### src/rtl/instr_sequencer.sv
// Instruction sequencer: presents a stored program on IR, one word every CPI cycles.
// Optional macro INSTR_SEQUENCER_LOOP_EN wraps the last entry back to address 0.
module instr_sequencer #(
  parameter int unsigned IR_W    = 32,
  parameter int unsigned DEPTH   = 16,
  parameter int unsigned CPI     = 5,
  parameter logic [3:0]  HALT_OP = 4'hF
) (
  input  logic                     CLK,
  input  logic                     RST_F,
  input  logic                     ld_en,
  input  logic [$clog2(DEPTH)-1:0] ld_addr,
  input  logic [IR_W-1:0]          ld_data,
  input  logic                     start,
  input  logic                     abort,
  output logic [IR_W-1:0]          IR,
  output logic                     ir_valid,
  output logic [$clog2(DEPTH)-1:0] pc,
  output logic                     busy,
  output logic                     done,
  output logic                     halted
);

  localparam int unsigned AW      = $clog2(DEPTH);
  localparam logic [7:0]  CntLoad = 8'(CPI - 1);
  localparam logic [AW-1:0] PcLast = AW'(DEPTH - 1);

  typedef enum logic [1:0] {StIdle, StRun, StDone} state_e;

  state_e          r_state;
  logic [IR_W-1:0] r_ir;
  logic [AW-1:0]   r_pc;
  logic [7:0]      r_cnt;
  logic            r_ir_valid;
  logic            r_halted;
  logic [IR_W-1:0] r_mem [DEPTH];

  logic            w_wr;
  logic [IR_W-1:0] w_mem0;
  logic [AW-1:0]   w_pc_nxt;
  logic            w_is_halt;

  assign w_wr      = ld_en && !abort && (r_state != StRun);
  // Same-cycle write to entry 0 must be what start issues.
  assign w_mem0    = (w_wr && (ld_addr == '0)) ? ld_data : r_mem[0];
  assign w_pc_nxt  = r_pc + AW'(1);
  assign w_is_halt = (r_ir[IR_W-1 -: 4] == HALT_OP);

  // Program store is deliberately outside the reset domain.
  always_ff @(posedge CLK) begin
    if (w_wr) begin
      r_mem[ld_addr] <= ld_data;
    end
  end

  always_ff @(posedge CLK or negedge RST_F) begin
    if (!RST_F) begin
      r_state    <= StIdle;
      r_ir       <= '0;
      r_pc       <= '0;
      r_cnt      <= '0;
      r_ir_valid <= 1'b0;
      r_halted   <= 1'b0;
    end else begin
      r_ir_valid <= 1'b0;
      if (abort) begin
        r_state  <= StIdle;
        r_ir     <= '0;
        r_pc     <= '0;
        r_cnt    <= '0;
        r_halted <= 1'b0;
      end else begin
        unique case (r_state)
          StIdle, StDone: begin
            if (start) begin
              r_state    <= StRun;
              r_ir       <= w_mem0;
              r_pc       <= '0;
              r_cnt      <= CntLoad;
              r_ir_valid <= 1'b1;
              r_halted   <= 1'b0;
            end
          end
          StRun: begin
            if (r_cnt != '0) begin
              r_cnt <= r_cnt - 8'd1;
            end else if (w_is_halt) begin
              r_state  <= StDone;
              r_halted <= 1'b1;
            end else if (r_pc != PcLast) begin
              r_pc       <= w_pc_nxt;
              r_ir       <= r_mem[w_pc_nxt];
              r_cnt      <= CntLoad;
              r_ir_valid <= 1'b1;
            end else begin
`ifdef INSTR_SEQUENCER_LOOP_EN
              r_pc       <= '0;
              r_ir       <= r_mem[0];
              r_cnt      <= CntLoad;
              r_ir_valid <= 1'b1;
`else
              r_state <= StDone;
`endif
            end
          end
          default: r_state <= StIdle;
        endcase
      end
    end
  end

  assign IR       = r_ir;
  assign pc       = r_pc;
  assign ir_valid = r_ir_valid;
  assign halted   = r_halted;
  assign busy     = (r_state == StRun);
  assign done     = (r_state == StDone);

endmodule

### config.mk
export PLATFORM = sky130hd
export DESIGN_NAME = instr_sequencer
export DESIGN_NICKNAME = d
export VERILOG_FILES = /design/src/rtl/instr_sequencer.sv
export SDC_FILE = /design/constraint.sdc
export NUM_CORES = 1
export LEC_CHECK = 0
export BUFFER_PORTS_ARGS = -buffer_cell sky130_fd_sc_hd__buf_2
export CORE_MARGIN = 8
export CORE_UTILIZATION = 25
export CTS_CLUSTER_SIZE = 12
export DETAILED_ROUTE_END_ITERATION = 12
export GPL_TIMING_DRIVEN = 0
export PLACE_DENSITY = 0.5
export SLEW_MARGIN = 40
export SYNTH_ARGS = -nofsm -noshare
export SYNTH_HDL_FRONTEND = slang
export SYNTH_SLANG_ARGS = --single-unit
### constraint.sdc
create_clock -name CLK -period 5 [get_ports CLK]
set_input_delay 1 -clock CLK [delete_from_list [all_inputs] [get_ports CLK]]
set_output_delay 1 -clock CLK [all_outputs]
set_load 0.01 [all_outputs]
* Word level (Yosys, flattened, before mapping)
Memory sizes are Yosys's and may differ from the RTL's.
Index checks and enable logic that the tools add are counted.
** Word-level totals
- Memory bits (writable) :: 512
- Register bits :: 48
- Memories kept :: 1
- Word-level logic and storage cells :: 73
- Input bits :: 41
- Output and inout port bits :: 40
** Cells by class
- Eq/ne operators :: 13
- Muxes and demuxes :: 38
- Reduce and logical (&&, ||, !) cells :: 13
- $add $sub $neg :: 2
** Memories
- r_mem :: words 16, bits a word 32, read ports 2, clocked after memory_dff 0, wr ports 1, line 36 : logic [IR_W-1:0] r_mem [DEPTH];
** Operators by type and width (number)
- $mux W32 :: 6
- $pmux W32 S2 :: 1
- $mux W8 :: 5
- $mux W4 :: 5
- $pmux W8 S2 :: 1
- $mux W1 :: 11
- $mux W2 :: 5
- $ne A3 B3 Y1 const B :: 3
- $ne A4 B4 Y1 const B :: 2
- $pmux W4 S2 :: 1
- $reduce_and A4 Y1 :: 2
- $reduce_bool A8 Y1 :: 1
- $sub A8 B1 Y8 const B :: 1
- $ne A3 B2 Y1 const B :: 2
- $reduce_and A5 Y1 :: 1
- $add A4 B1 Y4 const B :: 1
- $eq A4 B4 Y1 const B :: 1
- $logic_not A4 Y1 :: 1
- $ne A4 B2 Y1 const B :: 1
- $ne A4 B3 Y1 const B :: 1
- $pmux W1 S2 :: 2
- $pmux W2 S2 :: 1
- $logic_and A1 B1 Y1 :: 3
- $reduce_and A3 Y1 :: 1
- other kinds (7) :: 7

* Logic depth before layout (Yosys ltp)
Gate-level depths: netlist of the first run.
- Word-level depth :: 8
- Mapped depth :: 9
- Depth with buffers taken out :: 7

* Least setup slack after synthesis of the first run
Ideal clock, no wire load.
- Path kind :: input to register
- Start point :: input port abort
- End point :: memory r_mem[3][0] (enable)
- Path buffers :: 2
- Arrival time :: 4011 ps
- Required time :: 4539 ps
- Setup slack :: 527 ps
- Stages :: 5
- Setup time :: 461 ps
- Path through :: clkbuf_1 > clkbuf_1 > nor3b_1 > nand3_1 > nor3_1
** Between the ends
- Longest elaborated chain between the ends :: 5
** Ends and longest elaborated chain
- start, declared :: line 15 : input logic abort,
- $logic_not A1 Y1 :: line 43 : assign w_wr = ld_en && !abort && (r_state != StRun);
- $logic_and A1 B1 Y1 (2 in a row) :: line 43
- $mux W1 :: line 51 : if (w_wr) begin
- $mux W1 (implied by the code) :: line 52 : r_mem[ld_addr] <= ld_data;
- end, declared :: line 36
Every way passes these cells.

* Worst setup path in the final report of the first run
- Start point :: input port abort
- End point :: memory r_mem[1][9] (enable)
Same word-level chain as after synthesis.

==> run_results.csv, run 1 <==
group,metric,value,unit
min_path,min_path_type,"in2async",
logic_synthesis,yosys.area.top_type,"edfxtp_1",
clocking,ctsHoldBuffers,0,
critical_path,crit_required,5.33,ns
clocking,clkTransAtPathRegs,0.06,ns
logic_synthesis,synthArstFlopShare,0.0857,
global_routing,grt_pass1_wl,89.2,mm
logic_synthesis,syn_area,0.0221,sq mm
global_routing,grt_pass1_vias,12300,
logic_synthesis,ys_types,50,
route,dr_total_vias,11800,
logic_synthesis,synth_ff_type,"edfxtp_1",
global_routing,antenna_found_initial,6,
logic_synthesis,synth.avg_cell_area,19.7,sq um
global_routing,grt.met3_usage,0.0290,
critical_path,cp_data_arrival_time,3.81,ns
floorplanning,die_h,313,microns
global_routing,met2_usage,0.201,
floorplanning,die_x,313,microns
global_routing,grt_usage,0.124,
route,viasPerCell,4.66,
floorplanning,die_area,0.0983,sq mm
layout,final_common_cell,"edfxtp_1",
global_routing,gr-usage-met1,0.167,
layout,drive_gt1_frac,0.291,
layout,fill_cells,8651,
placed_design,place_area,0.0249,sq mm
sta,worst_pin_slew,0.870,ns
route,dr.pass1.iters,5,
sta,slew_viol_final,0,
critical_path,critPathLaunchType,"primary input",
clocking,cts-root-buf,"clkbuf_16",
critical_path,cp_max_fo,10,
route,drt-initial-drc-count,989,
critical_path,cpMostUsedCell,"buf_4",
sta,rsz0062_at_grt,"no",
logic_synthesis,synthesis.nets,1165,
clocking,cts_tree,"yes",
logic_synthesis,yosys-top-cells-area,"edfxtp_1, mux4_2, dfrtp_1, nand2_1, mux2i_1",
placed_design,gp_congestion,0.742,
critical_path,critPathSlowestCell,"nor3_2",
route,ant_nets,0,
critical_path,critical_path_class,"in2reg",
global_routing,grt_overflow,0,
layout,area_growth,20.7,%
layout,final_cell_mix,"edfxtp_1, mux4_2, buf_2",
clocking,cts_setup_buffers,0,
placed_design,io_buffers,79,
route,wl_per_cell,24.6,microns
logic_synthesis,synth_edf_count,512,
sta,fmax,287,MHz
power,max-vdd-ir-drop,0.265,mV
layout,nets,1354,
logic_synthesis,synthCells,1121,
clocking,cts_sinks,560,
clocking,clock_latency,0.62,ns
critical_path,worst_path_largest_cell_delay,0.51,ns
global_routing,grt.busiest_layer,"met2",
run,cap_violations,0,
placed_design,hpwl,42.6,mm
critical_path,path_cells,"clkbuf_1 > clkbuf_1 > nor3b_1 > nand3b_1 > nor3_2 > buf_4 > buf_4 > buf_4 > buf_4",
sta,slew_headroom,0.417,
sta,setup_viol,0,
route,drt-total-wl,62.3,mm
sta,finalCritPeriodShare,0.696,
layout,final_area,0.0267,sq mm
clocking,cts_buffer_depth,3,
floorplanning,io_pins,81,
power,p_leak,8.72,nW
sta,hold_violations,0,
layout,fin_util,0.303,
global_routing,grt_max_degree,42,
clocking,htree_levels,2,
critical_path,end_kind,"register",
outcome,status,"completed",
floorplanning,core,0.0881,sq mm
logic_synthesis,yosys_warnings,0,
floorplanning,start_util,0.251,
sta,worst_slack,1.52,ns
clocking,cts-resized-gates,0,
sta,period_needed,3.48,ns
logic_synthesis,synth_seq_area_share,0.749,
clocking,cts_buffers,58,
floorplanning,num_rows,109,
logic_synthesis,synth_top_area_share,0.695,
power,powerDensity,390,mW/mm^2
placed_design,post-place-ws,0.988,ns
logic_synthesis,ys_ff_latch,560,
route,route.detailed.drc,0,
sta,fin_worst_skew,0.0174,ns
-- synth_stat cells (3+ instances only) --
cell type  number
a211oi_1        5
a21oi_1         5
a22o_1         31
a311oi_1       32
buf_2          16
buf_4           8
buf_6           4
clkbuf_1       38
dfrtp_1        48
edfxtp_1      512
ha_1            3
inv_1           4
inv_2           3
mux2i_1        33
mux4_2        128
nand2_1       102
nand2b_1        6
nand3_1         4
nand3b_1        4
nor2_1         57
nor3_1          4
o21ai_1         3
o221ai_1       31
or3_1           3
xnor2_1         5
-- worst paths after layout --
| path | cells past startpoint | to | slack (ns) | from |
|---|---|---|---|---|
| hold reg to reg | 1 | IR[0]$_DFFE_PN0P_ | 0.50 | IR[0]$_DFFE_PN0P_ |
| min in group CLK | 1 | IR[0]$_DFFE_PN0P_ | 0.50 | IR[0]$_DFFE_PN0P_ |
| setup / recovery | 9 | r_mem[1][9]$_DFFE_PP_ | 1.52 | abort |
| hold / removal | 1 | IR[15]$_DFFE_PN0P_ | 0.28 | RST_F |
| max in group asynchronous | 2 | IR[28]$_DFFE_PN0P_ | 4.19 | RST_F |
| setup reg to reg | 10 | r_mem[2][5]$_DFFE_PP_ | 1.70 | r_state[0]$_DFFE_PN0P_ |
-- state kept, by name (all words and copies together), names as in the netlist --
signal and count:
IR 32, r_cnt 8, ir_valid 1, pc 4, halted 1, r_mem 512, r_state 2
-- cell families (layout without fill, tap and decap cells) --
logic type                 count (synthesis)  count (layout)  synth area share
DFF                                      560             560             0.749
and+or+nand+nor                          195             195            0.0387
muxes                                    162             162             0.146
AOI/OAI and AO/OA                        119             119            0.0453
buffers and inverters                     75             314            0.0163
xor gates and xnor gates                   7               7           0.00311
adders and majority gates                  3               3           0.00170
other                                      0               4                 0
-- layer usage --
metal  wire length [microns]  up-vias  part of all wire
met4                    1270        2             0.020
met5                      12        -           0.00019
met2                   29500      381              0.47
met1                   27500     6285              0.44
met3                    4020       79             0.064
li1                        -     5032                 -
-- final cells by class --
cell class              instances  area, sq um  area share
diodes                          4         10.0    0.000375
plain buffers                  68          350      0.0131
clock buffers                  99         1740      0.0651
clock inverters                11         76.3     0.00286
inverters                       7         26.3    0.000984
multi-input cells             486         5290       0.198
flip-flops and latches        560        16600       0.621
well taps                    1165         1460      0.0546
repair buffers                129         1180      0.0441
-- critical path, delay by kind of cell --
kind                   cells  cell delay [ns]
buffers and inverters      6             1.52
and+or+nand+nor            3             1.27
-- per-stage QoR --
stage,power [W],TNS [ns],hold WS [ns],std cells
after detailed placement,0.00639,0,0.490,2415
after global routing,0.0108,0,0.274,2525
after global placement,0.00636,-567.28,0.488,2365
after CTS,0.0105,0,0.271,2525
after floorplan,0.00595,0,0.485,1121
final,0.0104,0,0.279,2529
-- report_power, final --
part | total [W] | internal (W) | switching, W
combinational | 0.00103 | 0.000421 | 0.000609
clock | 0.00414 | 0.00236 | 0.00178
sequential | 0.00524 | 0.00519 | 0.0000527
total | 0.0104 | 0.00797 | 0.00244
Note: power is estimated with default switching activity, not from simulation.
==> run 2, diff against run 1 <==
--- a/config.mk
+++ b/config.mk
@@ -11,7 +11,7 @@
 export CTS_CLUSTER_SIZE = 12
 export DETAILED_ROUTE_END_ITERATION = 12
 export GPL_TIMING_DRIVEN = 0
-export PLACE_DENSITY = 0.5
+export PLACE_DENSITY = 0.51
 export SLEW_MARGIN = 40
 export SYNTH_ARGS = -nofsm -noshare
 export SYNTH_HDL_FRONTEND = slang
==> constraint.sdc (replaced) <==
create_clock -name CLK -period 3 [get_ports CLK]
set_input_delay 0.6 -clock CLK [delete_from_list [all_inputs] [get_ports CLK]]
set_output_delay 0.6 -clock CLK [all_outputs]
set_load 0.01 [all_outputs]
==> run 2 against run 1 <==
Compared with the run above:
- clock skew is 0.0029 ns lower
- sequential power is 67% higher
- wire length is 1.1% higher
- design area is 0.86% higher
- core utilization is 0.26 points higher
- cell count is 0.36% higher
- largest cell class unchanged
- clock power is 64% higher
- sequential share of layout area is 0.53 points lower
- hold slack better by 0.018 ns
- critical path type is now reg2reg
- count of clock-buffer cells in the layout is 7 lower
- first-iteration DRC count is 20% higher
==> run_results.csv, run 2 (synthesis gave the netlist of run 1 again) <==
group,metric,value,unit
route,wl_met2,29.2,mm
power,powerDensity,640,mW/mm^2
floorplanning,die_x,313,microns
route,drt-total-wl,62.9,mm
floorplanning,die_area,0.0983,sq mm
power,intPower,0.0133,W
route,wl_per_cell,24.8,microns
critical_path,startpoint,"r_state[0]$_DFFE_PN0P_",
clocking,cts_tree,"yes",
clocking,cts_buffer_depth,3,
global_routing,grt_usage,0.125,
route,viasPerCell,4.70,
power,pwr-share-comb,0.100,
sta,setup_viol,0,
floorplanning,core,0.0881,sq mm
power,p_leak,8.82,nW
power,p_sw,0.00399,W
layout,nets,1368,
global_routing,grt_pass1_wl,90.0,mm
sta,period_needed,2.89,ns
floorplanning,start_util,0.251,
placed_design,gp_congestion,0.751,
route,drt-initial-drc-count,1188,
critical_path,end_kind,"register",
critical_path,cp_data_arrival_time,3.18,ns
power,seqPwrFrac,0.507,
placed_design,io_buffers,79,
critical_path,r2r_start,"r_state[0]$_DFFE_PN0P_",
sta,slew_headroom,0.412,
clocking,cts_buffers,58,
critical_path,critPathLaunchType,"register",
layout,final_area,0.0269,sq mm
power,power.share.switching,0.231,
sta,rsz0062_at_grt,"no",
layout,final_common_cell,"edfxtp_1",
global_routing,grt_max_degree,42,
sta,slew_viol_final,0,
sta,finalSetupTns,0,ns
route,maxUsedRoutingLayer,"met5",
clocking,clock_latency,0.60,ns
critical_path,cp_max_fo,10,
critical_path,r2r_cells,9,
layout,drive_gt1_frac,0.306,
route,route.detailed.drc,0,
route,wl_met1,27.3,mm
power,max-vdd-ir-drop,0.403,mV
route,dr.pass1.iters,5,
sta,finalCritPeriodShare,0.963,
placed_design,hpwl,42.9,mm
route,dr_total_vias,11900,
sta,worst_pin_slew,0.882,ns
power,pwr-share-clk,0.393,
outcome,status,"completed",
global_routing,grt_pass1_vias,12400,
route,ant_nets,0,
sta,worst_slack,0.111,ns
layout,largest_reg_flops,512,
floorplanning,die_h,313,microns
sta,fmax,346,MHz
route,route.met3.wl,5.50,mm
critical_path,r2r-end,"r_mem[2][24]$_DFFE_PP_",
placed_design,place_area,0.0249,sq mm
sta,fin_worst_skew,0.0145,ns
floorplanning,io_pins,81,
clocking,cts-root-buf,"clkbuf_16",
clocking,cts_sinks,560,
global_routing,antenna_found_initial,10,
layout,area_growth,21.7,%
floorplanning,num_rows,109,
placed_design,post-place-ws,-0.789,ns
sta,hold_violations,0,
clocking,htree_levels,2,
critical_path,cp-endpoint,"r_mem[2][24]$_DFFE_PP_",
layout,final_cell_mix,"edfxtp_1, mux4_2, nand2_1",
run,cap_violations,0,
global_routing,grt_overflow,0,
layout,regMostFlops,"r_mem",
min_path,min_path_type,"in2reg",
critical_path,rrSetupSlack,0.11,ns
critical_path,crit_required,3.29,ns
critical_path,critical_path_class,"reg2reg",
clocking,clkTransAtPathRegs,0.06,ns
## run 2: changes by cell type in the layout (fill, tap and decap cells not counted), sizes merged, moves of 3 or more
cell,change
clkinv,+5
clkbuf,-7
inv,-3
buf,+13
## run 2: worst min-delay path by stage
stage	from	endpoint	slack, ns	cells after the start
after global routing	start	ir_valid$_DFF_PN0_	0.27	3
after floorplan	RST_F	IR[0]$_DFFE_PN0P_	0.30	0
after detailed placement	IR[9]$_DFFE_PN0P_	IR[9]$_DFFE_PN0P_	0.49	1
after global placement	IR[11]$_DFFE_PN0P_	IR[11]$_DFFE_PN0P_	0.49	1
after CTS	start	ir_valid$_DFF_PN0_	0.26	3
final	start	ir_valid$_DFF_PN0_	0.30	3
## run 2: metal layers
metal	vias to the layer above	track usage
met5	-	0
met4	10	0.0229
met3	76	0.0384
met2	460	0.198
met1	6330	0.172
li1	5044	-
## run 2: layout make-up
cell class                      instances  area, sq um
Clock inverter                         14         98.8
Clock buffer                           92         1680
Multi-Input combinational cell        486         5340
Fill cell                            8642        61200
Buffer                                 68          360
Sequential cell                       560        16600
Tap cell                             1165         1460
Timing Repair Buffer                  143         1390
Inverter                                7         26.3
Antenna cell                            3         7.51
## run 2: repair_timing
| item | CTS | global route |
|---|---|---|
| buffers inserted | 8 | 14 |
| endpoints found under the setup margin | 122 | 141 |
| hold endpoints to repair | 18 | 0 |
| resized for setup | 2 | 11 |
| hold buffers | 1 | 0 |
| pin swaps | 4 | 5 |
## run 2: power by group through the flow
stage	clock network, W	logic [W]	registers (W)
floorplan	0	0.000996	0.00891
global placement	0	0.00169	0.00892
detailed placement	0	0.00174	0.00892
CTS	0.00694	0.00175	0.00876
global route	0.00722	0.00186	0.00877
finish	0.00678	0.00172	0.00875
## run 2: critical path: stages (launching register included)
cell and delay [ns]:
dfrtp_1 0.42, nand2b_1 0.08, buf_2 0.25, clkbuf_2 0.31, nand3b_1 0.27, nor2_1 0.16
nand2_1 0.25, nor3_4 0.35, buf_6 0.23, buf_4 0.24
## run 2: through the flow
step	utilization	hold WS (ns)	total power (W)	cells
2_1_floorplan	-	0.304	0.00991	1121
3_3_place_gp	0.272	0.485	0.0106	2365
3_5_place_dp	0.283	0.486	0.0107	2406
4_1_cts	0.304	0.256	0.0175	2521
5_1_grt	0.306	0.274	0.0178	2536
6_report	0.306	0.297	0.0173	2538
==> run 3, diff against run 2 <==
--- a/config.mk
+++ b/config.mk
@@ -5,8 +5,9 @@
 export SDC_FILE = /design/constraint.sdc
 export NUM_CORES = 1
 export LEC_CHECK = 0
+export ABC_AREA = 1
 export BUFFER_PORTS_ARGS = -buffer_cell sky130_fd_sc_hd__buf_2
-export CORE_MARGIN = 8
+export CORE_MARGIN = 4
 export CORE_UTILIZATION = 25
 export CTS_CLUSTER_SIZE = 12
 export DETAILED_ROUTE_END_ITERATION = 12
==> run 3 against run 2 <==
Compared with the run above:
- highest routed layer unchanged
- clock power increased by 4.4%
- cell count increased by 59%
- core utilization decreased by 0.37 points
- non-clock buffer count increased by 38
- critical endpoint is now r_mem[9][29]$_DFFE_PP_
- via count increased by 48%
- total power increased by 15%
- global-route usage increased by 2.2 points
==> run_results.csv, run 3 <==
group,metric,value,unit
layout,regMostFlops,"r_mem",
clocking,htree_levels,2,
power,p_sw,0.00610,W
critical_path,end_kind,"register",
global_routing,grt_pass1_vias,17000,
floorplanning,io_pins,81,
sta,hold_violations,0,
logic_synthesis,synth_ff_type,"edfxtp_1",
placed_design,io_buffers,80,
sta,finalCritPeriodShare,0.965,
outcome,status,"completed",
global_routing,antenna_found_initial,4,
clocking,cts-resized-gates,0,
clocking,cts_buffers,60,
sta,worst_slack,0.105,ns
power,max-vdd-ir-drop,0.443,mV
sta,worst_pin_slew,0.900,ns
logic_synthesis,synth_top_cells_by_count,"nand2_1, edfxtp_1, inv_1",
critical_path,critical_path_class,"reg2reg",
logic_synthesis,synth_edf_count,512,
min_path,worstHoldEndpoint,"ir_valid$_DFF_PN0_",
power,pwr-share-comb,0.193,
logic_synthesis,yosys.area.top_type,"edfxtp_1",
placed_design,post-place-ws,-0.392,ns
critical_path,critPathSlowestCell,"nor2_4",
logic_synthesis,synthesis.nets,2561,
floorplanning,core,0.0987,sq mm
layout,nets,2747,
layout,drive_gt1_frac,0.113,
route,dr_total_vias,17600,
critical_path,cp_data_arrival_time,3.22,ns
logic_synthesis,yosys_warnings,0,
global_routing,grt_usage,0.148,
critical_path,cpMostUsedCell,"nor2_4",
critical_path,critPathBufInv,3,
clocking,clkTransAtPathRegs,0.06,ns
sta,setup_viol,0,
power,seqPwrFrac,0.450,
critical_path,r2r_cells,7,
global_routing,grt_pass1_wl,114,mm
sta,hold_ws,0.277,ns
route,drt-total-wl,78.3,mm
min_path,min_path_cells,3,
sta,period_needed,2.90,ns
critical_path,path_cells,"inv_1 > nor2_4 > nor2_4 > buf_2 > nand3_1 > nor2_4 > buf_16",
power,power.share.switching,0.308,
clocking,cts_tree,"yes",
floorplanning,die_x,324,microns
logic_synthesis,yosysMostFrequentCell,"nand2_1",
critical_path,rrSetupSlack,0.10,ns
clocking,clock_latency,0.64,ns
floorplanning,start_util,0.253,
layout,fill_cells,10300,
power,p_total,0.0198,W
power,powerDensity,665,mW/mm^2
clocking,cts_buffer_depth,3,
logic_synthesis,synthArstFlopShare,0.0857,
logic_synthesis,yosys-top-cells-area,"edfxtp_1, nand2_1, nand3_1, inv_1, dfrtp_1",
route,viasPerCell,4.36,
clocking,cts-root-buf,"clkbuf_16",
critical_path,r2r-end,"r_mem[9][29]$_DFFE_PP_",
sta,slew_headroom,0.400,
critical_path,critPathTopFamily,"simple AND/OR/NAND/NOR gates",
min_path,min_path_type,"in2reg",
layout,final_common_cell,"nand2_1",
critical_path,critPathLaunchType,"register",
critical_path,startpoint,"r_state[0]$_DFFE_PN0P_",
logic_synthesis,ys_types,30,
clocking,cts_sinks,560,
logic_synthesis,synth.avg_cell_area,9.92,sq um
critical_path,crit_required,3.32,ns
logic_synthesis,synth_seq_area_share,0.664,
route,route.detailed.drc,0,
sta,slew_viol_final,0,
power,p_leak,12.5,nW
global_routing,grt_max_degree,42,
route,drt-initial-drc-count,1621,
logic_synthesis,ys_ff_latch,560,
run,cap_violations,0,
layout,area_growth,19.4,%
floorplanning,die_area,0.105,sq mm
floorplanning,die_h,324,microns
layout,largest_reg_flops,512,
sta,fmax,345,MHz
critical_path,cp.depth,7,
route,wl_per_cell,19.4,microns
power,pwr-share-clk,0.357,
power,intPower,0.0137,W
layout,final_area,0.0298,sq mm
placed_design,hpwl,53.7,mm
logic_synthesis,synth_top_area_share,0.616,
logic_synthesis,syn_area,0.0250,sq mm
sta,fin_worst_skew,0.0347,ns
critical_path,worst_path_largest_cell_delay,0.56,ns
placed_design,gp_congestion,0.785,
floorplanning,num_rows,115,
logic_synthesis,synthCells,2517,
route,ant_nets,0,
global_routing,grt_overflow,0,
placed_design,place_area,0.0279,sq mm
critical_path,r2r_start,"r_state[0]$_DFFE_PN0P_",
min_path,worstHoldStart,"start",
critical_path,cp_max_fo,12,
layout,final_cell_mix,"nand2_1, edfxtp_1, inv_1",
route,dr.pass1.iters,5,
==> run 3: cell types whose count changed in the layout (fill, tap and decap cells not counted), sizes merged, moves of 33 or more <==
cell	change
nand3	+392
mux2i	-33
mux4	-128
nor2	+104
inv	+397
nand2	+677
==> run 3: kinds of logic after synthesis <==
logic type	Yosys count	share of synthesized area
and+or+nand+nor	1373	0.236
DFF	560	0.664
buffers and inverters	528	0.0860
AOI/OAI and AO/OA	45	0.00942
xor gates and xnor gates	8	0.00356
adders and majority gates	3	0.00150
==> run 3: metal layers <==
layer  GRT usage  wire [microns]
met4      0.0380            1770
met3      0.0338            6340
met5           0              13
met2       0.238           35400
met1       0.202           34800
==> run 3: area by class of cell <==
class,count,area [sq um],area share
Antenna cell,3,7.51,0.000252
Buffer,125,646,0.0217
Clock buffer,81,1640,0.0551
Clock inverter,32,205,0.00688
Inverter,403,1510,0.0507
Multi-Input combinational cell,1429,6360,0.213
Sequential cell,560,16600,0.556
Tap cell,1287,1610,0.0540
Timing Repair Buffer,124,1250,0.0421
==> run 3: worst min-delay path, delay by kind of cell <==
| family | cells | cell delay (ns) |
|---|---|---|
| buf+inv | 1 | 0.12 |
| simple gates | 2 | 0.14 |
==> run 3: power groups by stage <==
| stage | registers, W | logic (W) | clock network, W |
|---|---|---|---|
| 3_3_place_gp | 0.00907 | 0.00376 | 0 |
| 6_report | 0.00891 | 0.00382 | 0.00708 |
| 2_1_floorplan | 0.00912 | 0.00208 | 0 |
| 5_1_grt | 0.00893 | 0.00423 | 0.00752 |
| 3_5_place_dp | 0.00907 | 0.00384 | 0 |
| 4_1_cts | 0.00891 | 0.00385 | 0.00721 |
==> run 3: stage by stage <==
| stage | instances | TNS, ns | utilization |
|---|---|---|---|
| detailed placement | 3917 | -64.90 | 0.282 |
| global route | 4041 | -0.0966 | 0.302 |
| floorplan | 2517 | -38.31 | - |
| CTS | 4034 | 0 | 0.301 |
| finish | 4044 | 0 | 0.302 |
| global placement | 3884 | -1106.78 | 0.273 |
==> run 3: how the worst max path moves through the flow <==
stage	endpoint	slack, ns
3_3_place_gp	r_mem[5][21]$_DFFE_PP_	-2.64
3_5_place_dp	r_mem[2][0]$_DFFE_PP_	-0.39
2_1_floorplan	r_mem[10][0]$_DFFE_PP_	-0.09
6_report	r_mem[9][29]$_DFFE_PP_	0.10
4_1_cts	r_mem[5][23]$_DFFE_PP_	0.05
5_1_grt	r_mem[9][29]$_DFFE_PP_	-0.01
==> run 3: repair_timing <==
item | CTS | global route
setup endpoints to repair | 35 | 23
hold endpoints to repair | 20 | 0
hold buffers | 1 | 0
pin swaps | 3 | 2
setup buffers | 3 | 7
